--- src/rtl/mmu_pkg.sv ---
// Shared MMU types: host memory opcodes, arbiter FSM states and requester encodings.
package mmu_pkg;

   typedef enum logic [1:0] {
      IDLE  = 2'b00,
      READ  = 2'b01,
      WRITE = 2'b11
   } mem_op_t;

   typedef enum logic [1:0] {
      ST_IDLE,
      ST_ISSUE,
      ST_WAIT,
      ST_DONE
   } arb_state_t;

   localparam logic SRC_I = 1'b0;
   localparam logic SRC_D = 1'b1;

endpackage

--- src/rtl/mem_arbiter_if.sv ---
// Bundle between the I/D requesters, the host memory port and the arbiter.
interface mem_arbiter_if #(
   parameter int ADDR_W = 32
);
   import mmu_pkg::*;

   logic              i_req;
   logic [ADDR_W-1:0] i_addr;
   logic [2:0]        i_trd;
   logic              i_done;
   logic              d_req;
   logic              d_wr;
   logic [ADDR_W-1:0] d_addr;
   logic [2:0]        d_trd;
   logic              d_done;
   logic              ready;
   logic              tx_done;
   mem_op_t           mem_op;
   logic [ADDR_W-1:0] mem_addr;
   logic [2:0]        mem_trd;
   logic              mem_src;
   logic              timeout;

   // master: requesters plus host controller; slave: the arbiter itself
   modport master (
      output i_req, i_addr, i_trd, d_req, d_wr, d_addr, d_trd, ready, tx_done,
      input  i_done, d_done, mem_op, mem_addr, mem_trd, mem_src, timeout
   );

   modport slave (
      input  i_req, i_addr, i_trd, d_req, d_wr, d_addr, d_trd, ready, tx_done,
      output i_done, d_done, mem_op, mem_addr, mem_trd, mem_src, timeout
   );

endinterface

--- src/rtl/mem_arbiter.sv ---
// Round-robin arbiter giving the I-fill and D-fill/write-back paths one-at-a-time
// access to the host memory port, with a WAIT-phase abort timer.
module mem_arbiter
   import mmu_pkg::*;
#(
   parameter int ADDR_W  = 32,
   parameter int TIMEOUT = 1023
) (
   input  logic         clk,
   input  logic         rst_n,
   mem_arbiter_if.slave bus
);

   localparam int               CNT_W   = $clog2(TIMEOUT + 1);
   localparam logic [CNT_W-1:0] CNT_MAX = CNT_W'(TIMEOUT);

   arb_state_t        state_q, state_d;
   mem_op_t           mem_op_q, mem_op_d;
   mem_op_t           op_q, op_d;
   logic [ADDR_W-1:0] addr_q, addr_d;
   logic [2:0]        trd_q, trd_d;
   logic              src_q, src_d;
   logic              last_q, last_d;
   logic              i_done_q, i_done_d;
   logic              d_done_q, d_done_d;
   logic              timeout_q, timeout_d;
   logic [CNT_W-1:0]  cnt_q, cnt_d;

   logic grant;
   logic grant_src;
   logic abort;

   // A tie goes to whichever side did not own the previous transaction
   assign grant     = bus.i_req | bus.d_req;
   assign grant_src = (bus.i_req & bus.d_req) ? ~last_q : bus.d_req;
   assign abort     = (cnt_q == CNT_MAX) & ~bus.tx_done;

   always_ff @(posedge clk or negedge rst_n) begin
      if (!rst_n) begin
         state_q   <= ST_IDLE;
         mem_op_q  <= IDLE;
         op_q      <= IDLE;
         addr_q    <= '0;
         trd_q     <= '0;
         src_q     <= SRC_I;
         last_q    <= SRC_I;
         i_done_q  <= 1'b0;
         d_done_q  <= 1'b0;
         timeout_q <= 1'b0;
         cnt_q     <= '0;
      end else begin
         state_q   <= state_d;
         mem_op_q  <= mem_op_d;
         op_q      <= op_d;
         addr_q    <= addr_d;
         trd_q     <= trd_d;
         src_q     <= src_d;
         last_q    <= last_d;
         i_done_q  <= i_done_d;
         d_done_q  <= d_done_d;
         timeout_q <= timeout_d;
         cnt_q     <= cnt_d;
      end
   end

   always_comb begin
      state_d = state_q;
      case (state_q)
         ST_IDLE:  if (grant) state_d = ST_ISSUE;
         ST_ISSUE: if (bus.ready) state_d = ST_WAIT;
         ST_WAIT:  if (bus.tx_done || abort) state_d = ST_DONE;
         ST_DONE:  state_d = ST_IDLE;
         default:  state_d = ST_IDLE;
      endcase
   end

   // Outputs are computed one cycle ahead so every port comes straight from a flop
   always_comb begin
      op_d      = op_q;
      addr_d    = addr_q;
      trd_d     = trd_q;
      src_d     = src_q;
      last_d    = last_q;
      cnt_d     = cnt_q;
      timeout_d = timeout_q;
      mem_op_d  = IDLE;
      i_done_d  = 1'b0;
      d_done_d  = 1'b0;
      case (state_q)
         ST_IDLE: begin
            if (grant) begin
               src_d = grant_src;
               if (grant_src == SRC_D) begin
                  addr_d = bus.d_addr;
                  trd_d  = bus.d_trd;
                  op_d   = bus.d_wr ? WRITE : READ;
               end else begin
                  addr_d = bus.i_addr;
                  trd_d  = bus.i_trd;
                  op_d   = READ;
               end
               mem_op_d = op_d;
            end
         end
         ST_ISSUE: begin
            if (bus.ready) cnt_d = '0;
            else           mem_op_d = op_q;
         end
         ST_WAIT: begin
            if (bus.tx_done || abort) begin
               timeout_d = timeout_q | abort;
               i_done_d  = (src_q == SRC_I);
               d_done_d  = (src_q == SRC_D);
            end else begin
               cnt_d = cnt_q + CNT_W'(1);
            end
         end
         ST_DONE: last_d = src_q;
         default: ;
      endcase
   end

   assign bus.mem_op   = mem_op_q;
   assign bus.mem_addr = addr_q;
   assign bus.mem_trd  = trd_q;
   assign bus.mem_src  = src_q;
   assign bus.i_done   = i_done_q;
   assign bus.d_done   = d_done_q;
   assign bus.timeout  = timeout_q;

endmodule

--- src/flat_wrapper.sv ---
// flat-port wrapper written by rule: the top's interface ports become plain ports
module mem_arbiter_flat import mmu_pkg::*;
#(
   parameter int ADDR_W  = 32,
   parameter int TIMEOUT = 1023
)
  (clk, rst_n, bus_i_req, bus_i_addr, bus_i_trd, bus_d_req, bus_d_wr, bus_d_addr, bus_d_trd, bus_ready, bus_tx_done, bus_i_done, bus_d_done, bus_mem_op, bus_mem_addr, bus_mem_trd, bus_mem_src, bus_timeout);
  mem_arbiter_if #(.ADDR_W(ADDR_W)) bus_i ();
  input  logic clk;
  input  logic rst_n;
  input wire logic [$bits(bus_i.i_req)-1:0] bus_i_req;
  input wire logic [$bits(bus_i.i_addr)-1:0] bus_i_addr;
  input wire logic [$bits(bus_i.i_trd)-1:0] bus_i_trd;
  input wire logic [$bits(bus_i.d_req)-1:0] bus_d_req;
  input wire logic [$bits(bus_i.d_wr)-1:0] bus_d_wr;
  input wire logic [$bits(bus_i.d_addr)-1:0] bus_d_addr;
  input wire logic [$bits(bus_i.d_trd)-1:0] bus_d_trd;
  input wire logic [$bits(bus_i.ready)-1:0] bus_ready;
  input wire logic [$bits(bus_i.tx_done)-1:0] bus_tx_done;
  output wire logic [$bits(bus_i.i_done)-1:0] bus_i_done;
  output wire logic [$bits(bus_i.d_done)-1:0] bus_d_done;
  output wire logic [$bits(bus_i.mem_op)-1:0] bus_mem_op;
  output wire logic [$bits(bus_i.mem_addr)-1:0] bus_mem_addr;
  output wire logic [$bits(bus_i.mem_trd)-1:0] bus_mem_trd;
  output wire logic [$bits(bus_i.mem_src)-1:0] bus_mem_src;
  output wire logic [$bits(bus_i.timeout)-1:0] bus_timeout;
  assign bus_i.i_req = bus_i_req;
  assign bus_i.i_addr = bus_i_addr;
  assign bus_i.i_trd = bus_i_trd;
  assign bus_i.d_req = bus_d_req;
  assign bus_i.d_wr = bus_d_wr;
  assign bus_i.d_addr = bus_d_addr;
  assign bus_i.d_trd = bus_d_trd;
  assign bus_i.ready = bus_ready;
  assign bus_i.tx_done = bus_tx_done;
  assign bus_i_done = bus_i.i_done;
  assign bus_d_done = bus_i.d_done;
  assign bus_mem_op = bus_i.mem_op;
  assign bus_mem_addr = bus_i.mem_addr;
  assign bus_mem_trd = bus_i.mem_trd;
  assign bus_mem_src = bus_i.mem_src;
  assign bus_timeout = bus_i.timeout;
  mem_arbiter #(.ADDR_W(ADDR_W), .TIMEOUT(TIMEOUT)) u_core (.clk(clk), .rst_n(rst_n), .bus(bus_i));
endmodule
--- config.mk ---
export PLATFORM = sky130hd
export DESIGN_NAME = mem_arbiter_flat
export DESIGN_NICKNAME = d
export VERILOG_FILES = /design/src/rtl/mmu_pkg.sv /design/src/rtl/mem_arbiter_if.sv /design/src/rtl/mem_arbiter.sv /design/src/flat_wrapper.sv
export SDC_FILE = /design/constraint.sdc
export NUM_CORES = 1
export LEC_CHECK = 0
export ABC_AREA = 1
export CORE_ASPECT_RATIO = 0.75
export CORE_MARGIN = 5
export CORE_UTILIZATION = 42
export DETAILED_ROUTE_END_ITERATION = 12
export GPL_TIMING_DRIVEN = 0
export HOLD_SLACK_MARGIN = 0.15
export PLACE_DENSITY = 0.8
export RECOVER_POWER = 50
export SYNTH_ARGS = -nofsm -noshare
export SYNTH_HDL_FRONTEND = slang
export SYNTH_SLANG_ARGS = --single-unit
export TNS_END_PERCENT = 5
--- constraint.sdc ---
create_clock -name clk -period 1.7 [get_ports clk]
set_input_delay 0.34 -clock clk [delete_from_list [all_inputs] [get_ports clk]]
set_output_delay 0.34 -clock clk [all_outputs]
set_load 0.02 [all_outputs]
==> impl_metrics.yaml <==
placement:
  pre_cts_slack_ns: -0.2041
  dpl.hpwl_mm: 6.178
  routabilityCongestion: 0.8189
  portBuffers: 117
synthesis:
  syn-instance-count: 341
  avgSynthCellArea_um2: 8.006
  ys_seq_elements: 56
  async_flop_share: 1.000
  yosysSeqAreaShare: 0.5133
  yosysWarnings: 0
  syn_nets: 423
  syn_area_mm2: 0.002730
  synthTopCellsByArea: "dfrtp_1 51%, nand2_1 12%, o21ai_1 7.0%, o21ai_0 6.6%, nor2_1 6.6%"
  synth.top_cell.area_share: 0.5133
  synth_common_cells: "88 x nand2_1, 56 x dfrtp_1, 48 x nor2_1, 38 x o21ai_1, 36 x o21ai_0"
  synth_top_area_cell: "dfrtp_1"
  synth_most_common_cell: "nand2_1"
  synth_cell_types: 24
  synth_edf_count: 0
  synth-main-ff-cell: "dfrtp_1"
clocking:
  cts.sinks: 56
  cts.path.max_buffers: 2
  htreeDepth: 2
  cts-buffers-inserted: 5
  cts_root_buffer: "clkbuf_8"
  cts_tree: "yes"
  clk_latency_ns: 0.32
  clkSlewWorstSetupHoldPaths_ns: 0.10
floorplan:
  ios: 118
  dieArea_mm2: 0.008229
  start_util: 0.4321
  die_h_um: 79.82
  die_w_um: 103.1
  num_rows: 25
  coreArea_mm2: 0.006319
job:
  maxCapViolCount: 0
cells_and_area:
  num-fill-cells: 538
  layout-drive-gt1-share: 0.09322
  post-route-util: 0.6642
  multi_input_area_mm2: 0.001207
  final_nets: 554
  ff_latch_area_mm2: 0.001403
  area_growth_pct: 53.71
  antenna_cells: 0
setup_path:
  critPathMaxFanout: 2
  path_class: "register to output port"
  slowest_stage: "clkdlybuf4s50_1"
  critical-path-top-delay-family: "buffers and inverters"
  cpPeakStageDelay_ns: 0.63
  worstPathArrival_ns: 1.32
  path_buf_inv: 1
  worstPathCellList: "clkdlybuf4s50_1"
  endpoint_kind: "output port"
  required_ns: 1.36
  startpoint_type: "register"
global_route:
  first_global_vias: 2770
  grt_pass1_wl_mm: 13.11
  grt-ovfl-total: 0
  grt_util_all_layers: 0.2031
  grt_max_degree: 33
  grt_antenna_before_repair: 0
detailed_routing:
  routedWlPerCell_um: 14.47
  antenna_left: 0
  drt-initial-drc-count: 100
  first_pass_iters: 4
  drc: 0
  vias: 2722
  via_per_inst: 4.922
  wirelength_mm: 8.000
power_and_ir_drop:
  power_density_mw_per_mm2: 1599
  total_power_mw: 6.712
  irDropWorstVdd_mv: 0.9152
  p_leak_nw: 1.862
sta:
  finClkSkew_ns: 0.006521
  hold_slack_ns: 0.4493
  setup_tns_ns: 0
  period_needed_ns: 1.661
  slew_headroom: 0.5464
  finalSetupViolCount: 0
  layout_setup_ws_ns: 0.03941
  max_slew.worst_pin.slew_ns: 0.6804
  hold_viol: 0
  finalCritPeriodShare: 0.9768
  fmax_mhz: 602.2
  final_max_slew_viol_count: 0
worst_hold_path:
  min-delay-path-class: "register to register"
outcome:
  outcome: "completed"
## worst register-to-register path: cells and delay by family (launching register included)
kind / cells / cell delay, ns
flip-flops: 1 / 0.42
AO/OA/AOI/OAI: 2 / 0.42
adder cells (fa/ha/maj): 1 / 0.31
buffers and inverters: 3 / 0.25
AND/OR/NAND/NOR: 2 / 0.16
## what timing repair did
item | CTS | global route
endpoints found under the hold margin | 24 | 0
hold buffers | 1 | 0
endpoints found under the setup margin | 26 | 52
setup buffers | 0 | 4
cloned | 0 | 1
resized for setup | 1 | 28
## cells in the final DEF, fill, tap and decap left out
| cell type | synthesis | layout |
|---|---|---|
| a21oi_4 | 2 | 2 |
| clkbuf_2 | 0 | 7 |
| buf_4 | 0 | 5 |
| bufinv_16 | 0 | 2 |
| inv_1 | 17 | 16 |
| ha_1 | 5 | 3 |
| buf_12 | 0 | 1 |
| dlygate4sd3_1 | 0 | 1 |
| or2_2 | 1 | 1 |
| clkdlybuf4s50_1 | 0 | 111 |
| dfrtp_2 | 0 | 1 |
| inv_2 | 5 | 6 |
| clkbuf_8 | 0 | 5 |
| nor2_4 | 1 | 2 |
| nand2_1 | 88 | 88 |
| nand2_4 | 3 | 3 |
| a21oi_2 | 1 | 2 |
| nor2_1 | 48 | 48 |
| clkbuf_1 | 10 | 9 |
| nand3_2 | 1 | 1 |
| clkbuf_4 | 0 | 2 |
| ha_2 | 0 | 2 |
| nand3_1 | 8 | 8 |
| nand4_1 | 4 | 4 |
| o21ai_0 | 36 | 36 |
| buf_6 | 0 | 1 |
| nand2_2 | 1 | 1 |
| nor3_1 | 4 | 4 |
| o21bai_1 | 1 | 1 |
| dfrtp_1 | 56 | 55 |
| a21oi_1 | 3 | 3 |
| nor3b_1 | 3 | 3 |
| o21ai_1 | 38 | 38 |
## cell families after synthesis
family	synth area share
and+or+nand+nor	0.2534
AOI/OAI and AO/OA	0.1590
adders and majority gates	0.02291
buffers and inverters	0.05133
DFF	0.5133
## path summary, 6_finish.rpt
check | startpoint | endpoint | slack (ns) | cells after the start
worst min register to register | u_core.bus.mem_src$_DFFE_PN0P_ | u_core.bus.i_done$_DFF_PN0_ | 0.45 | 1
max in group asynchronous | rst_n | u_core.cnt_q[0]$_DFFE_PN0P_ | 0.50 | 3
worst max register to register | u_core.state_q[0]$_DFFE_PN0P_ | u_core.cnt_q[9]$_DFFE_PN0P_ | 0.07 | 8
min in group asynchronous | rst_n | u_core.bus.mem_addr[18]$_DFFE_PN0P_ | 0.59 | 2
worst max-delay path | u_core.bus.mem_addr[1]$_DFFE_PN0P_ | bus_mem_addr[1] | 0.04 | 1
worst min-delay path | u_core.bus.mem_src$_DFFE_PN0P_ | u_core.bus.i_done$_DFF_PN0_ | 0.45 | 1
## stage by stage
step	instance area [µm²]	cells
after floorplan	2730	341
after global placement	4003	539
after detailed placement	4018	540
after CTS	4158	548
after global routing	4197	553
final	4197	553
## state kept, by name (all words and copies together), names as in the netlist
signal               flops
u_core.bus.mem_src       1
u_core.last_q            1
u_core.op_q              2
u_core.bus.mem_trd       3
u_core.bus.d_done        1
u_core.cnt_q            10
u_core.bus.mem_addr     32
u_core.bus.i_done        1
u_core.state_q           2
u_core.bus.timeout       1
u_core.bus.mem_op        2
## cell type report
class | count | area share
Multi-Input combinational cell | 250 | 0.2877
Sequential cell | 56 | 0.3342
Buffer | 14 | 0.01878
Clock buffer | 5 | 0.01640
Clock inverter | 2 | 0.01431
Inverter | 22 | 0.01968
Tap cell | 81 | 0.02415
Timing Repair Buffer | 123 | 0.2847
## power by group
group	switching [mW]	total (mW)	internal [mW]
combinational	1.99	3.52	1.53
sequential	0.302	2.17	1.87
clock	0.439	1.02	0.580
total	2.73	6.71	3.98
## layer usage
layer  vias to the layer above  wire length, µm  GRT usage
met4                         0              102    0.05433
met2                        90             3847     0.3297
met3                         9              830    0.08734
met5                         -                0          0
li1                       1364                -          -
met1                      1259             3220     0.2463
No activity file was read; power rests on OpenSTA's default activity.
==> variant 1: new RTL, same settings <==
`TIMEOUT` is set to 1023 in 2 places; all go to 511.
--- a/src/rtl/mem_arbiter.sv
+++ b/src/rtl/mem_arbiter.sv
@@ -5,5 +5,5 @@
 #(
    parameter int ADDR_W  = 32,
-   parameter int TIMEOUT = 1023
+   parameter int TIMEOUT = 511
 ) (
    input  logic         clk,
--- a/src/flat_wrapper.sv
+++ b/src/flat_wrapper.sv
@@ -3,5 +3,5 @@
 #(
    parameter int ADDR_W  = 32,
-   parameter int TIMEOUT = 1023
+   parameter int TIMEOUT = 511
 )
   (clk, rst_n, bus_i_req, bus_i_addr, bus_i_trd, bus_d_req, bus_d_wr, bus_d_addr, bus_d_trd, bus_ready, bus_tx_done, bus_i_done, bus_d_done, bus_mem_op, bus_mem_addr, bus_mem_trd, bus_mem_src, bus_timeout);
Behaviour: no difference found for any inputs over 10 cycles, from zero or initial values and one cycle with rst_n low; that may be too few to reach the edited logic, so the function may still have changed.
==> variant 1 against the unedited design <==
- global-route usage decreased by 1.1 points
- sequential cell count decreased by 1
- synthesized area increased by 0.78%
- cell area increased by 1.9%
- routed wire length increased by 0.56%
- total power increased by 1.4%
- worst setup slack improved by 0.0082 ns
- non-clock buffer count increased by 6
- highest routed layer unchanged
==> variant 1: results <==
group,metric,value,unit
critical_path,arrival,1.31,ns
critical_path,cp_max_fo,2,
timing,tightest_slew,0.775,ns
job,drv_cap,0,
final_layout,drive_gt1_frac,0.174,
global_routing,antenna_found_initial,0,
critical_path,slowest_delay,0.62,ns
routing,met2WireLength,3.94,mm
placed_design,dp.cells,513,
timing,skew,0.00496,ns
yosys,yosys_warnings,0,
clock_network,cts_buffers,5,
yosys,netlist_instances,314,
routing,via_per_inst,5.03,
routing,drtIter0Drc,83,
yosys,synth_fp_nets,397,
clock_network,clkLatencyLatePin,0.31,ns
min_path,holdCritPathClass,"flip-flop to flip-flop",
clock_network,clockRootBuffer,"clkbuf_8",
clock_network,clk_pin_slew,0.11,ns
global_routing,grt_use_total,0.192,
final_layout,stdcell_count,530,
final_layout,largest_reg_flops,32,
routing,dr.pass1.iters,4,
yosys,synth.area.top_cells,"dfrtp_1 50%, o21ai_2 8.6%, nand2_1 8.5%, nor2_1 6.3%, o21ai_1 6.2%",
global_routing,grt_max_degree,30,
power_and_ir_drop,p_leak,1.90,nW
status,status,"complete, no violations",
placed_design,dp.final_hpwl,6.05,mm
global_routing,grt_pass1_wl,12.5,mm
routing,top_layer_used,"met4",
routing,wl_met1,3.41,mm
routing,routed-wl-met3,567,um
placed_design,place_ws,-0.129,ns
routing,routed_wl,8.05,mm
final_layout,diodes,0,
placed_design,place.gp.congestion,0.816,
power_and_ir_drop,ir_worst_vdd,0.000784,V
clock_network,clockBufferDepth,2,
yosys,async_flop_share,1.00,
yosys,synth_cell_types,24,
critical_path,cp_slowest_cell,"clkdlybuf4s50_1",
placed_design,placed_area,4040,um^2
global_routing,grt_pass1_vias,2608,
yosys,netlist_top_cells_count,"62 x nand2_1, 55 x dfrtp_1, 46 x nor2_1",
yosys,ys.flop_type,"dfrtp_1",
critical_path,path_delay_family,"buffers and inverters",
clock_network,htreeDepth,2,
placed_design,port_buffers,117,
yosys,ys_seq_area_frac,0.500,
variant 1: tightest hold or removal path, cell delays in order, from the launching register on:
cell     delay (ns)
dfrtp_1        0.34
inv_1          0.05
nand2_1        0.05
variant 1: area by class of cell:
| type | instances | area, um^2 |
|---|---|---|
| Buffer | 16 | 144 |
| Clock buffer | 5 | 68.8 |
| Clock inverter | 3 | 47.5 |
| Fill cell | 513 | 2070 |
| Inverter | 21 | 78.8 |
| Multi-Input combinational cell | 222 | 1200 |
| Sequential cell | 55 | 1380 |
| Tap cell | 81 | 101 |
| Timing Repair Buffer | 127 | 1260 |
variant 1: kinds of logic (layout without fill, tap and decap cells):
family / Yosys count / after routing / synth area share
AND/OR/NAND/NOR: 131 / 131 / 0.196
AO/OA/AOI/OAI: 85 / 85 / 0.195
flip-flops: 55 / 55 / 0.500
buffers and inverters: 37 / 172 / 0.0819
adder cells (fa/ha/maj): 6 / 6 / 0.0273
variant 1: where the power goes:
group	internal, mW	total, mW	switching [mW]
sequential	1.83	2.12	0.286
combinational	1.75	3.78	2.03
clock	0.448	0.909	0.462
total	4.02	6.81	2.78
variant 1: final timing paths:
| kind | slack, ns | cells past startpoint | startpoint | endpoint |
|---|---|---|---|---|
| worst min register to register | 0.47 | 2 | u_core.op_q[0]$_DFFE_PN0P_ | u_core.op_q[0]$_DFFE_PN0P_ |
| worst min-delay path | 0.47 | 2 | u_core.op_q[0]$_DFFE_PN0P_ | u_core.op_q[0]$_DFFE_PN0P_ |
| max in group asynchronous | 0.46 | 3 | rst_n | u_core.cnt_q[2]$_DFFE_PN0P_ |
| worst max-delay path | 0.05 | 1 | u_core.bus.mem_addr[27]$_DFFE_PN0P_ | bus_mem_addr[27] |
| min in group asynchronous | 0.62 | 2 | rst_n | u_core.bus.mem_addr[28]$_DFFE_PN0P_ |
| worst max register to register | 0.06 | 10 | u_core.cnt_q[1]$_DFFE_PN0P_ | u_core.cnt_q[4]$_DFFE_PN0P_ |
variant 1: metal layers:
layer | global-route usage | vias to the layer above
met2 | 0.324 | 89
li1 | - | 1298
met1 | 0.250 | 1269
met4 | 0.0479 | 0
met5 | 0 | -
met3 | 0.0408 | 10
variant 1: timing repair:
| action | CTS | global route |
|---|---|---|
| gates cloned | 1 | 0 |
| endpoints found under the setup margin | 11 | 30 |
| hold endpoints to repair | 28 | 0 |
| pin swaps | 3 | 4 |
| resized for setup | 7 | 6 |
| hold buffers | 1 | 0 |
| buffers inserted | 5 | 2 |
==> variant 2: new RTL, config.mk and constraints unchanged <==
Without the edit above. Re-encode `arb_state_t` (4 states) as one-hot, 4 bits wide.
--- a/src/rtl/mmu_pkg.sv
+++ b/src/rtl/mmu_pkg.sv
@@ -8,9 +8,9 @@
    } mem_op_t;
 
-   typedef enum logic [1:0] {
-      ST_IDLE,
-      ST_ISSUE,
-      ST_WAIT,
-      ST_DONE
+   typedef enum logic [3:0] {
+      ST_IDLE  = 4'b0001,
+      ST_ISSUE = 4'b0010,
+      ST_WAIT  = 4'b0100,
+      ST_DONE  = 4'b1000
    } arb_state_t;
 
Check against the original RTL: no difference found for any inputs over 10 cycles, from zero or initial values and one cycle with rst_n low; not proved beyond that.
==> variant 2 against the unedited design <==
- worst setup slack gained 0.011 ns
- clock skew grew 0.0047 ns
- highest routed layer unchanged
- sequential cell count is 2 higher
- cell area increased by 5.8%
- via count shrank 4.0%
- total power is 4.5% higher
- final cell count increased by 0.54%
- routed wire length shrank 4.0%
- register-to-register slack better by 0.04 ns
- synthesized area rose by 6.2%
- sequential share of layout area decreased by 0.69 points
- critical path depth did not move
==> variant 2: results <==
group,metric,value,unit
yosys,synth_fp_nets,415,
clock_network,clk_pin_slew,0.07,ns
final_layout,num-nets-final,545,
global_routing,grt_use_met3,0.0597,
power_and_ir_drop,pg_clk,1.58,mW
critical_path,cp_slowest_cell,"clkdlybuf4s50_1",
yosys,ys_seq_area_frac,0.501,
power_and_ir_drop,swShare,0.380,
placed_design,place.gp.congestion,0.854,
critical_path,r2r_slack,0.11,ns
power_and_ir_drop,p_leak,2.12,nW
final_layout,final_util,0.656,
power_and_ir_drop,seq_power_share,0.317,
critical_path,rr_startpoint,"u_core.state_q[3]$_DFFE_PN0P_",
placed_design,placed_area,4190,um^2
timing,min_period_over_period,0.970,
global_routing,use_met2,0.303,
power_and_ir_drop,ir_worst_vdd,0.000789,V
routing,vias,2612,
min_path,min_to,"u_core.op_q[0]$_DFFE_PN0N_",
timing,skew,0.0112,ns
status,status,"complete, no violations",
placed_design,place_ws,-0.366,ns
yosys,synth-xor-area-share,0.00604,
timing,whs,0.455,ns
global_routing,grtUsageMet1,0.211,
power_and_ir_drop,seq_cell_power,2.23,mW
routing,wl_met1,3.22,mm
routing,drtIter0Drc,105,
yosys,synthMuxAreaShare,0.136,
final_layout,drive_gt1_frac,0.163,
routing,routed_wl,7.68,mm
global_routing,grt_use_total,0.178,
routing,top_layer_used,"met4",
yosys,synth_cell_types,25,
global_routing,grt_max_degree,35,
clock_network,htreeDepth,3,
clock_network,cts_resized,2,
global_routing,grt_pass1_vias,2538,
clock_network,cts_buffers,9,
routing,met2WireLength,3.77,mm
min_path,holdPathStages,2,
global_routing,grt_pass1_wl,12.1,mm
placed_design,dp.final_hpwl,5.90,mm
placed_design,dp.cells,539,
yosys,synth.area.top_cells,"dfrtp_1 49%, nand2_1 21%, mux2_2 14%, inv_1 2.7%, nor2_1 1.9%",
routing,routed-wl-met3,563,um
yosys,synth-compound-area-share,0.0242,
yosys,netlist_top_cells_count,"162 x nand2_1, 57 x dfrtp_1, 35 x mux2_2",
yosys,synth-adder-area-share,0.00431,
yosys,syn_avg_cell_area,8.61,um^2
critical_path,worst-r2r-cell-count,7,
routing,wire_per_inst,13.8,um
critical_path,r2r-end,"u_core.bus.mem_src$_DFFE_PN0N_",
min_path,hp-start,"u_core.op_q[0]$_DFFE_PN0N_",
timing,tightest_slew,0.835,ns
## variant 2: worst max-delay path by stage
stage | endpoint | cells past startpoint | from
2_1_floorplan | u_core.cnt_q[9]$_DFFE_PN0P_ | 8 | u_core.cnt_q[0]$_DFFE_PN0P_
3_3_place_gp | u_core.bus.mem_addr[12]$_DFFE_PN0N_ | 1 | rst_n
4_1_cts | u_core.bus.mem_addr[17]$_DFFE_PN0N_ | 7 | bus_i_req
5_1_grt | u_core.bus.mem_src$_DFFE_PN0N_ | 7 | u_core.state_q[3]$_DFFE_PN0P_
6_report | bus_mem_addr[4] | 1 | u_core.bus.mem_addr[4]$_DFFE_PN0N_
3_5_place_dp | u_core.bus.mem_addr[28]$_DFFE_PN0N_ | 7 | bus_i_req
## variant 2: layout make-up
type                    count  share of cell area
multi-input cells         245               0.298
repair buffers            119               0.260
clock inverters             4              0.0220
clock buffers              12              0.0350
flip-flops and latches     58               0.327
well taps                  84              0.0237
inverters                  23              0.0195
plain buffers              11              0.0147
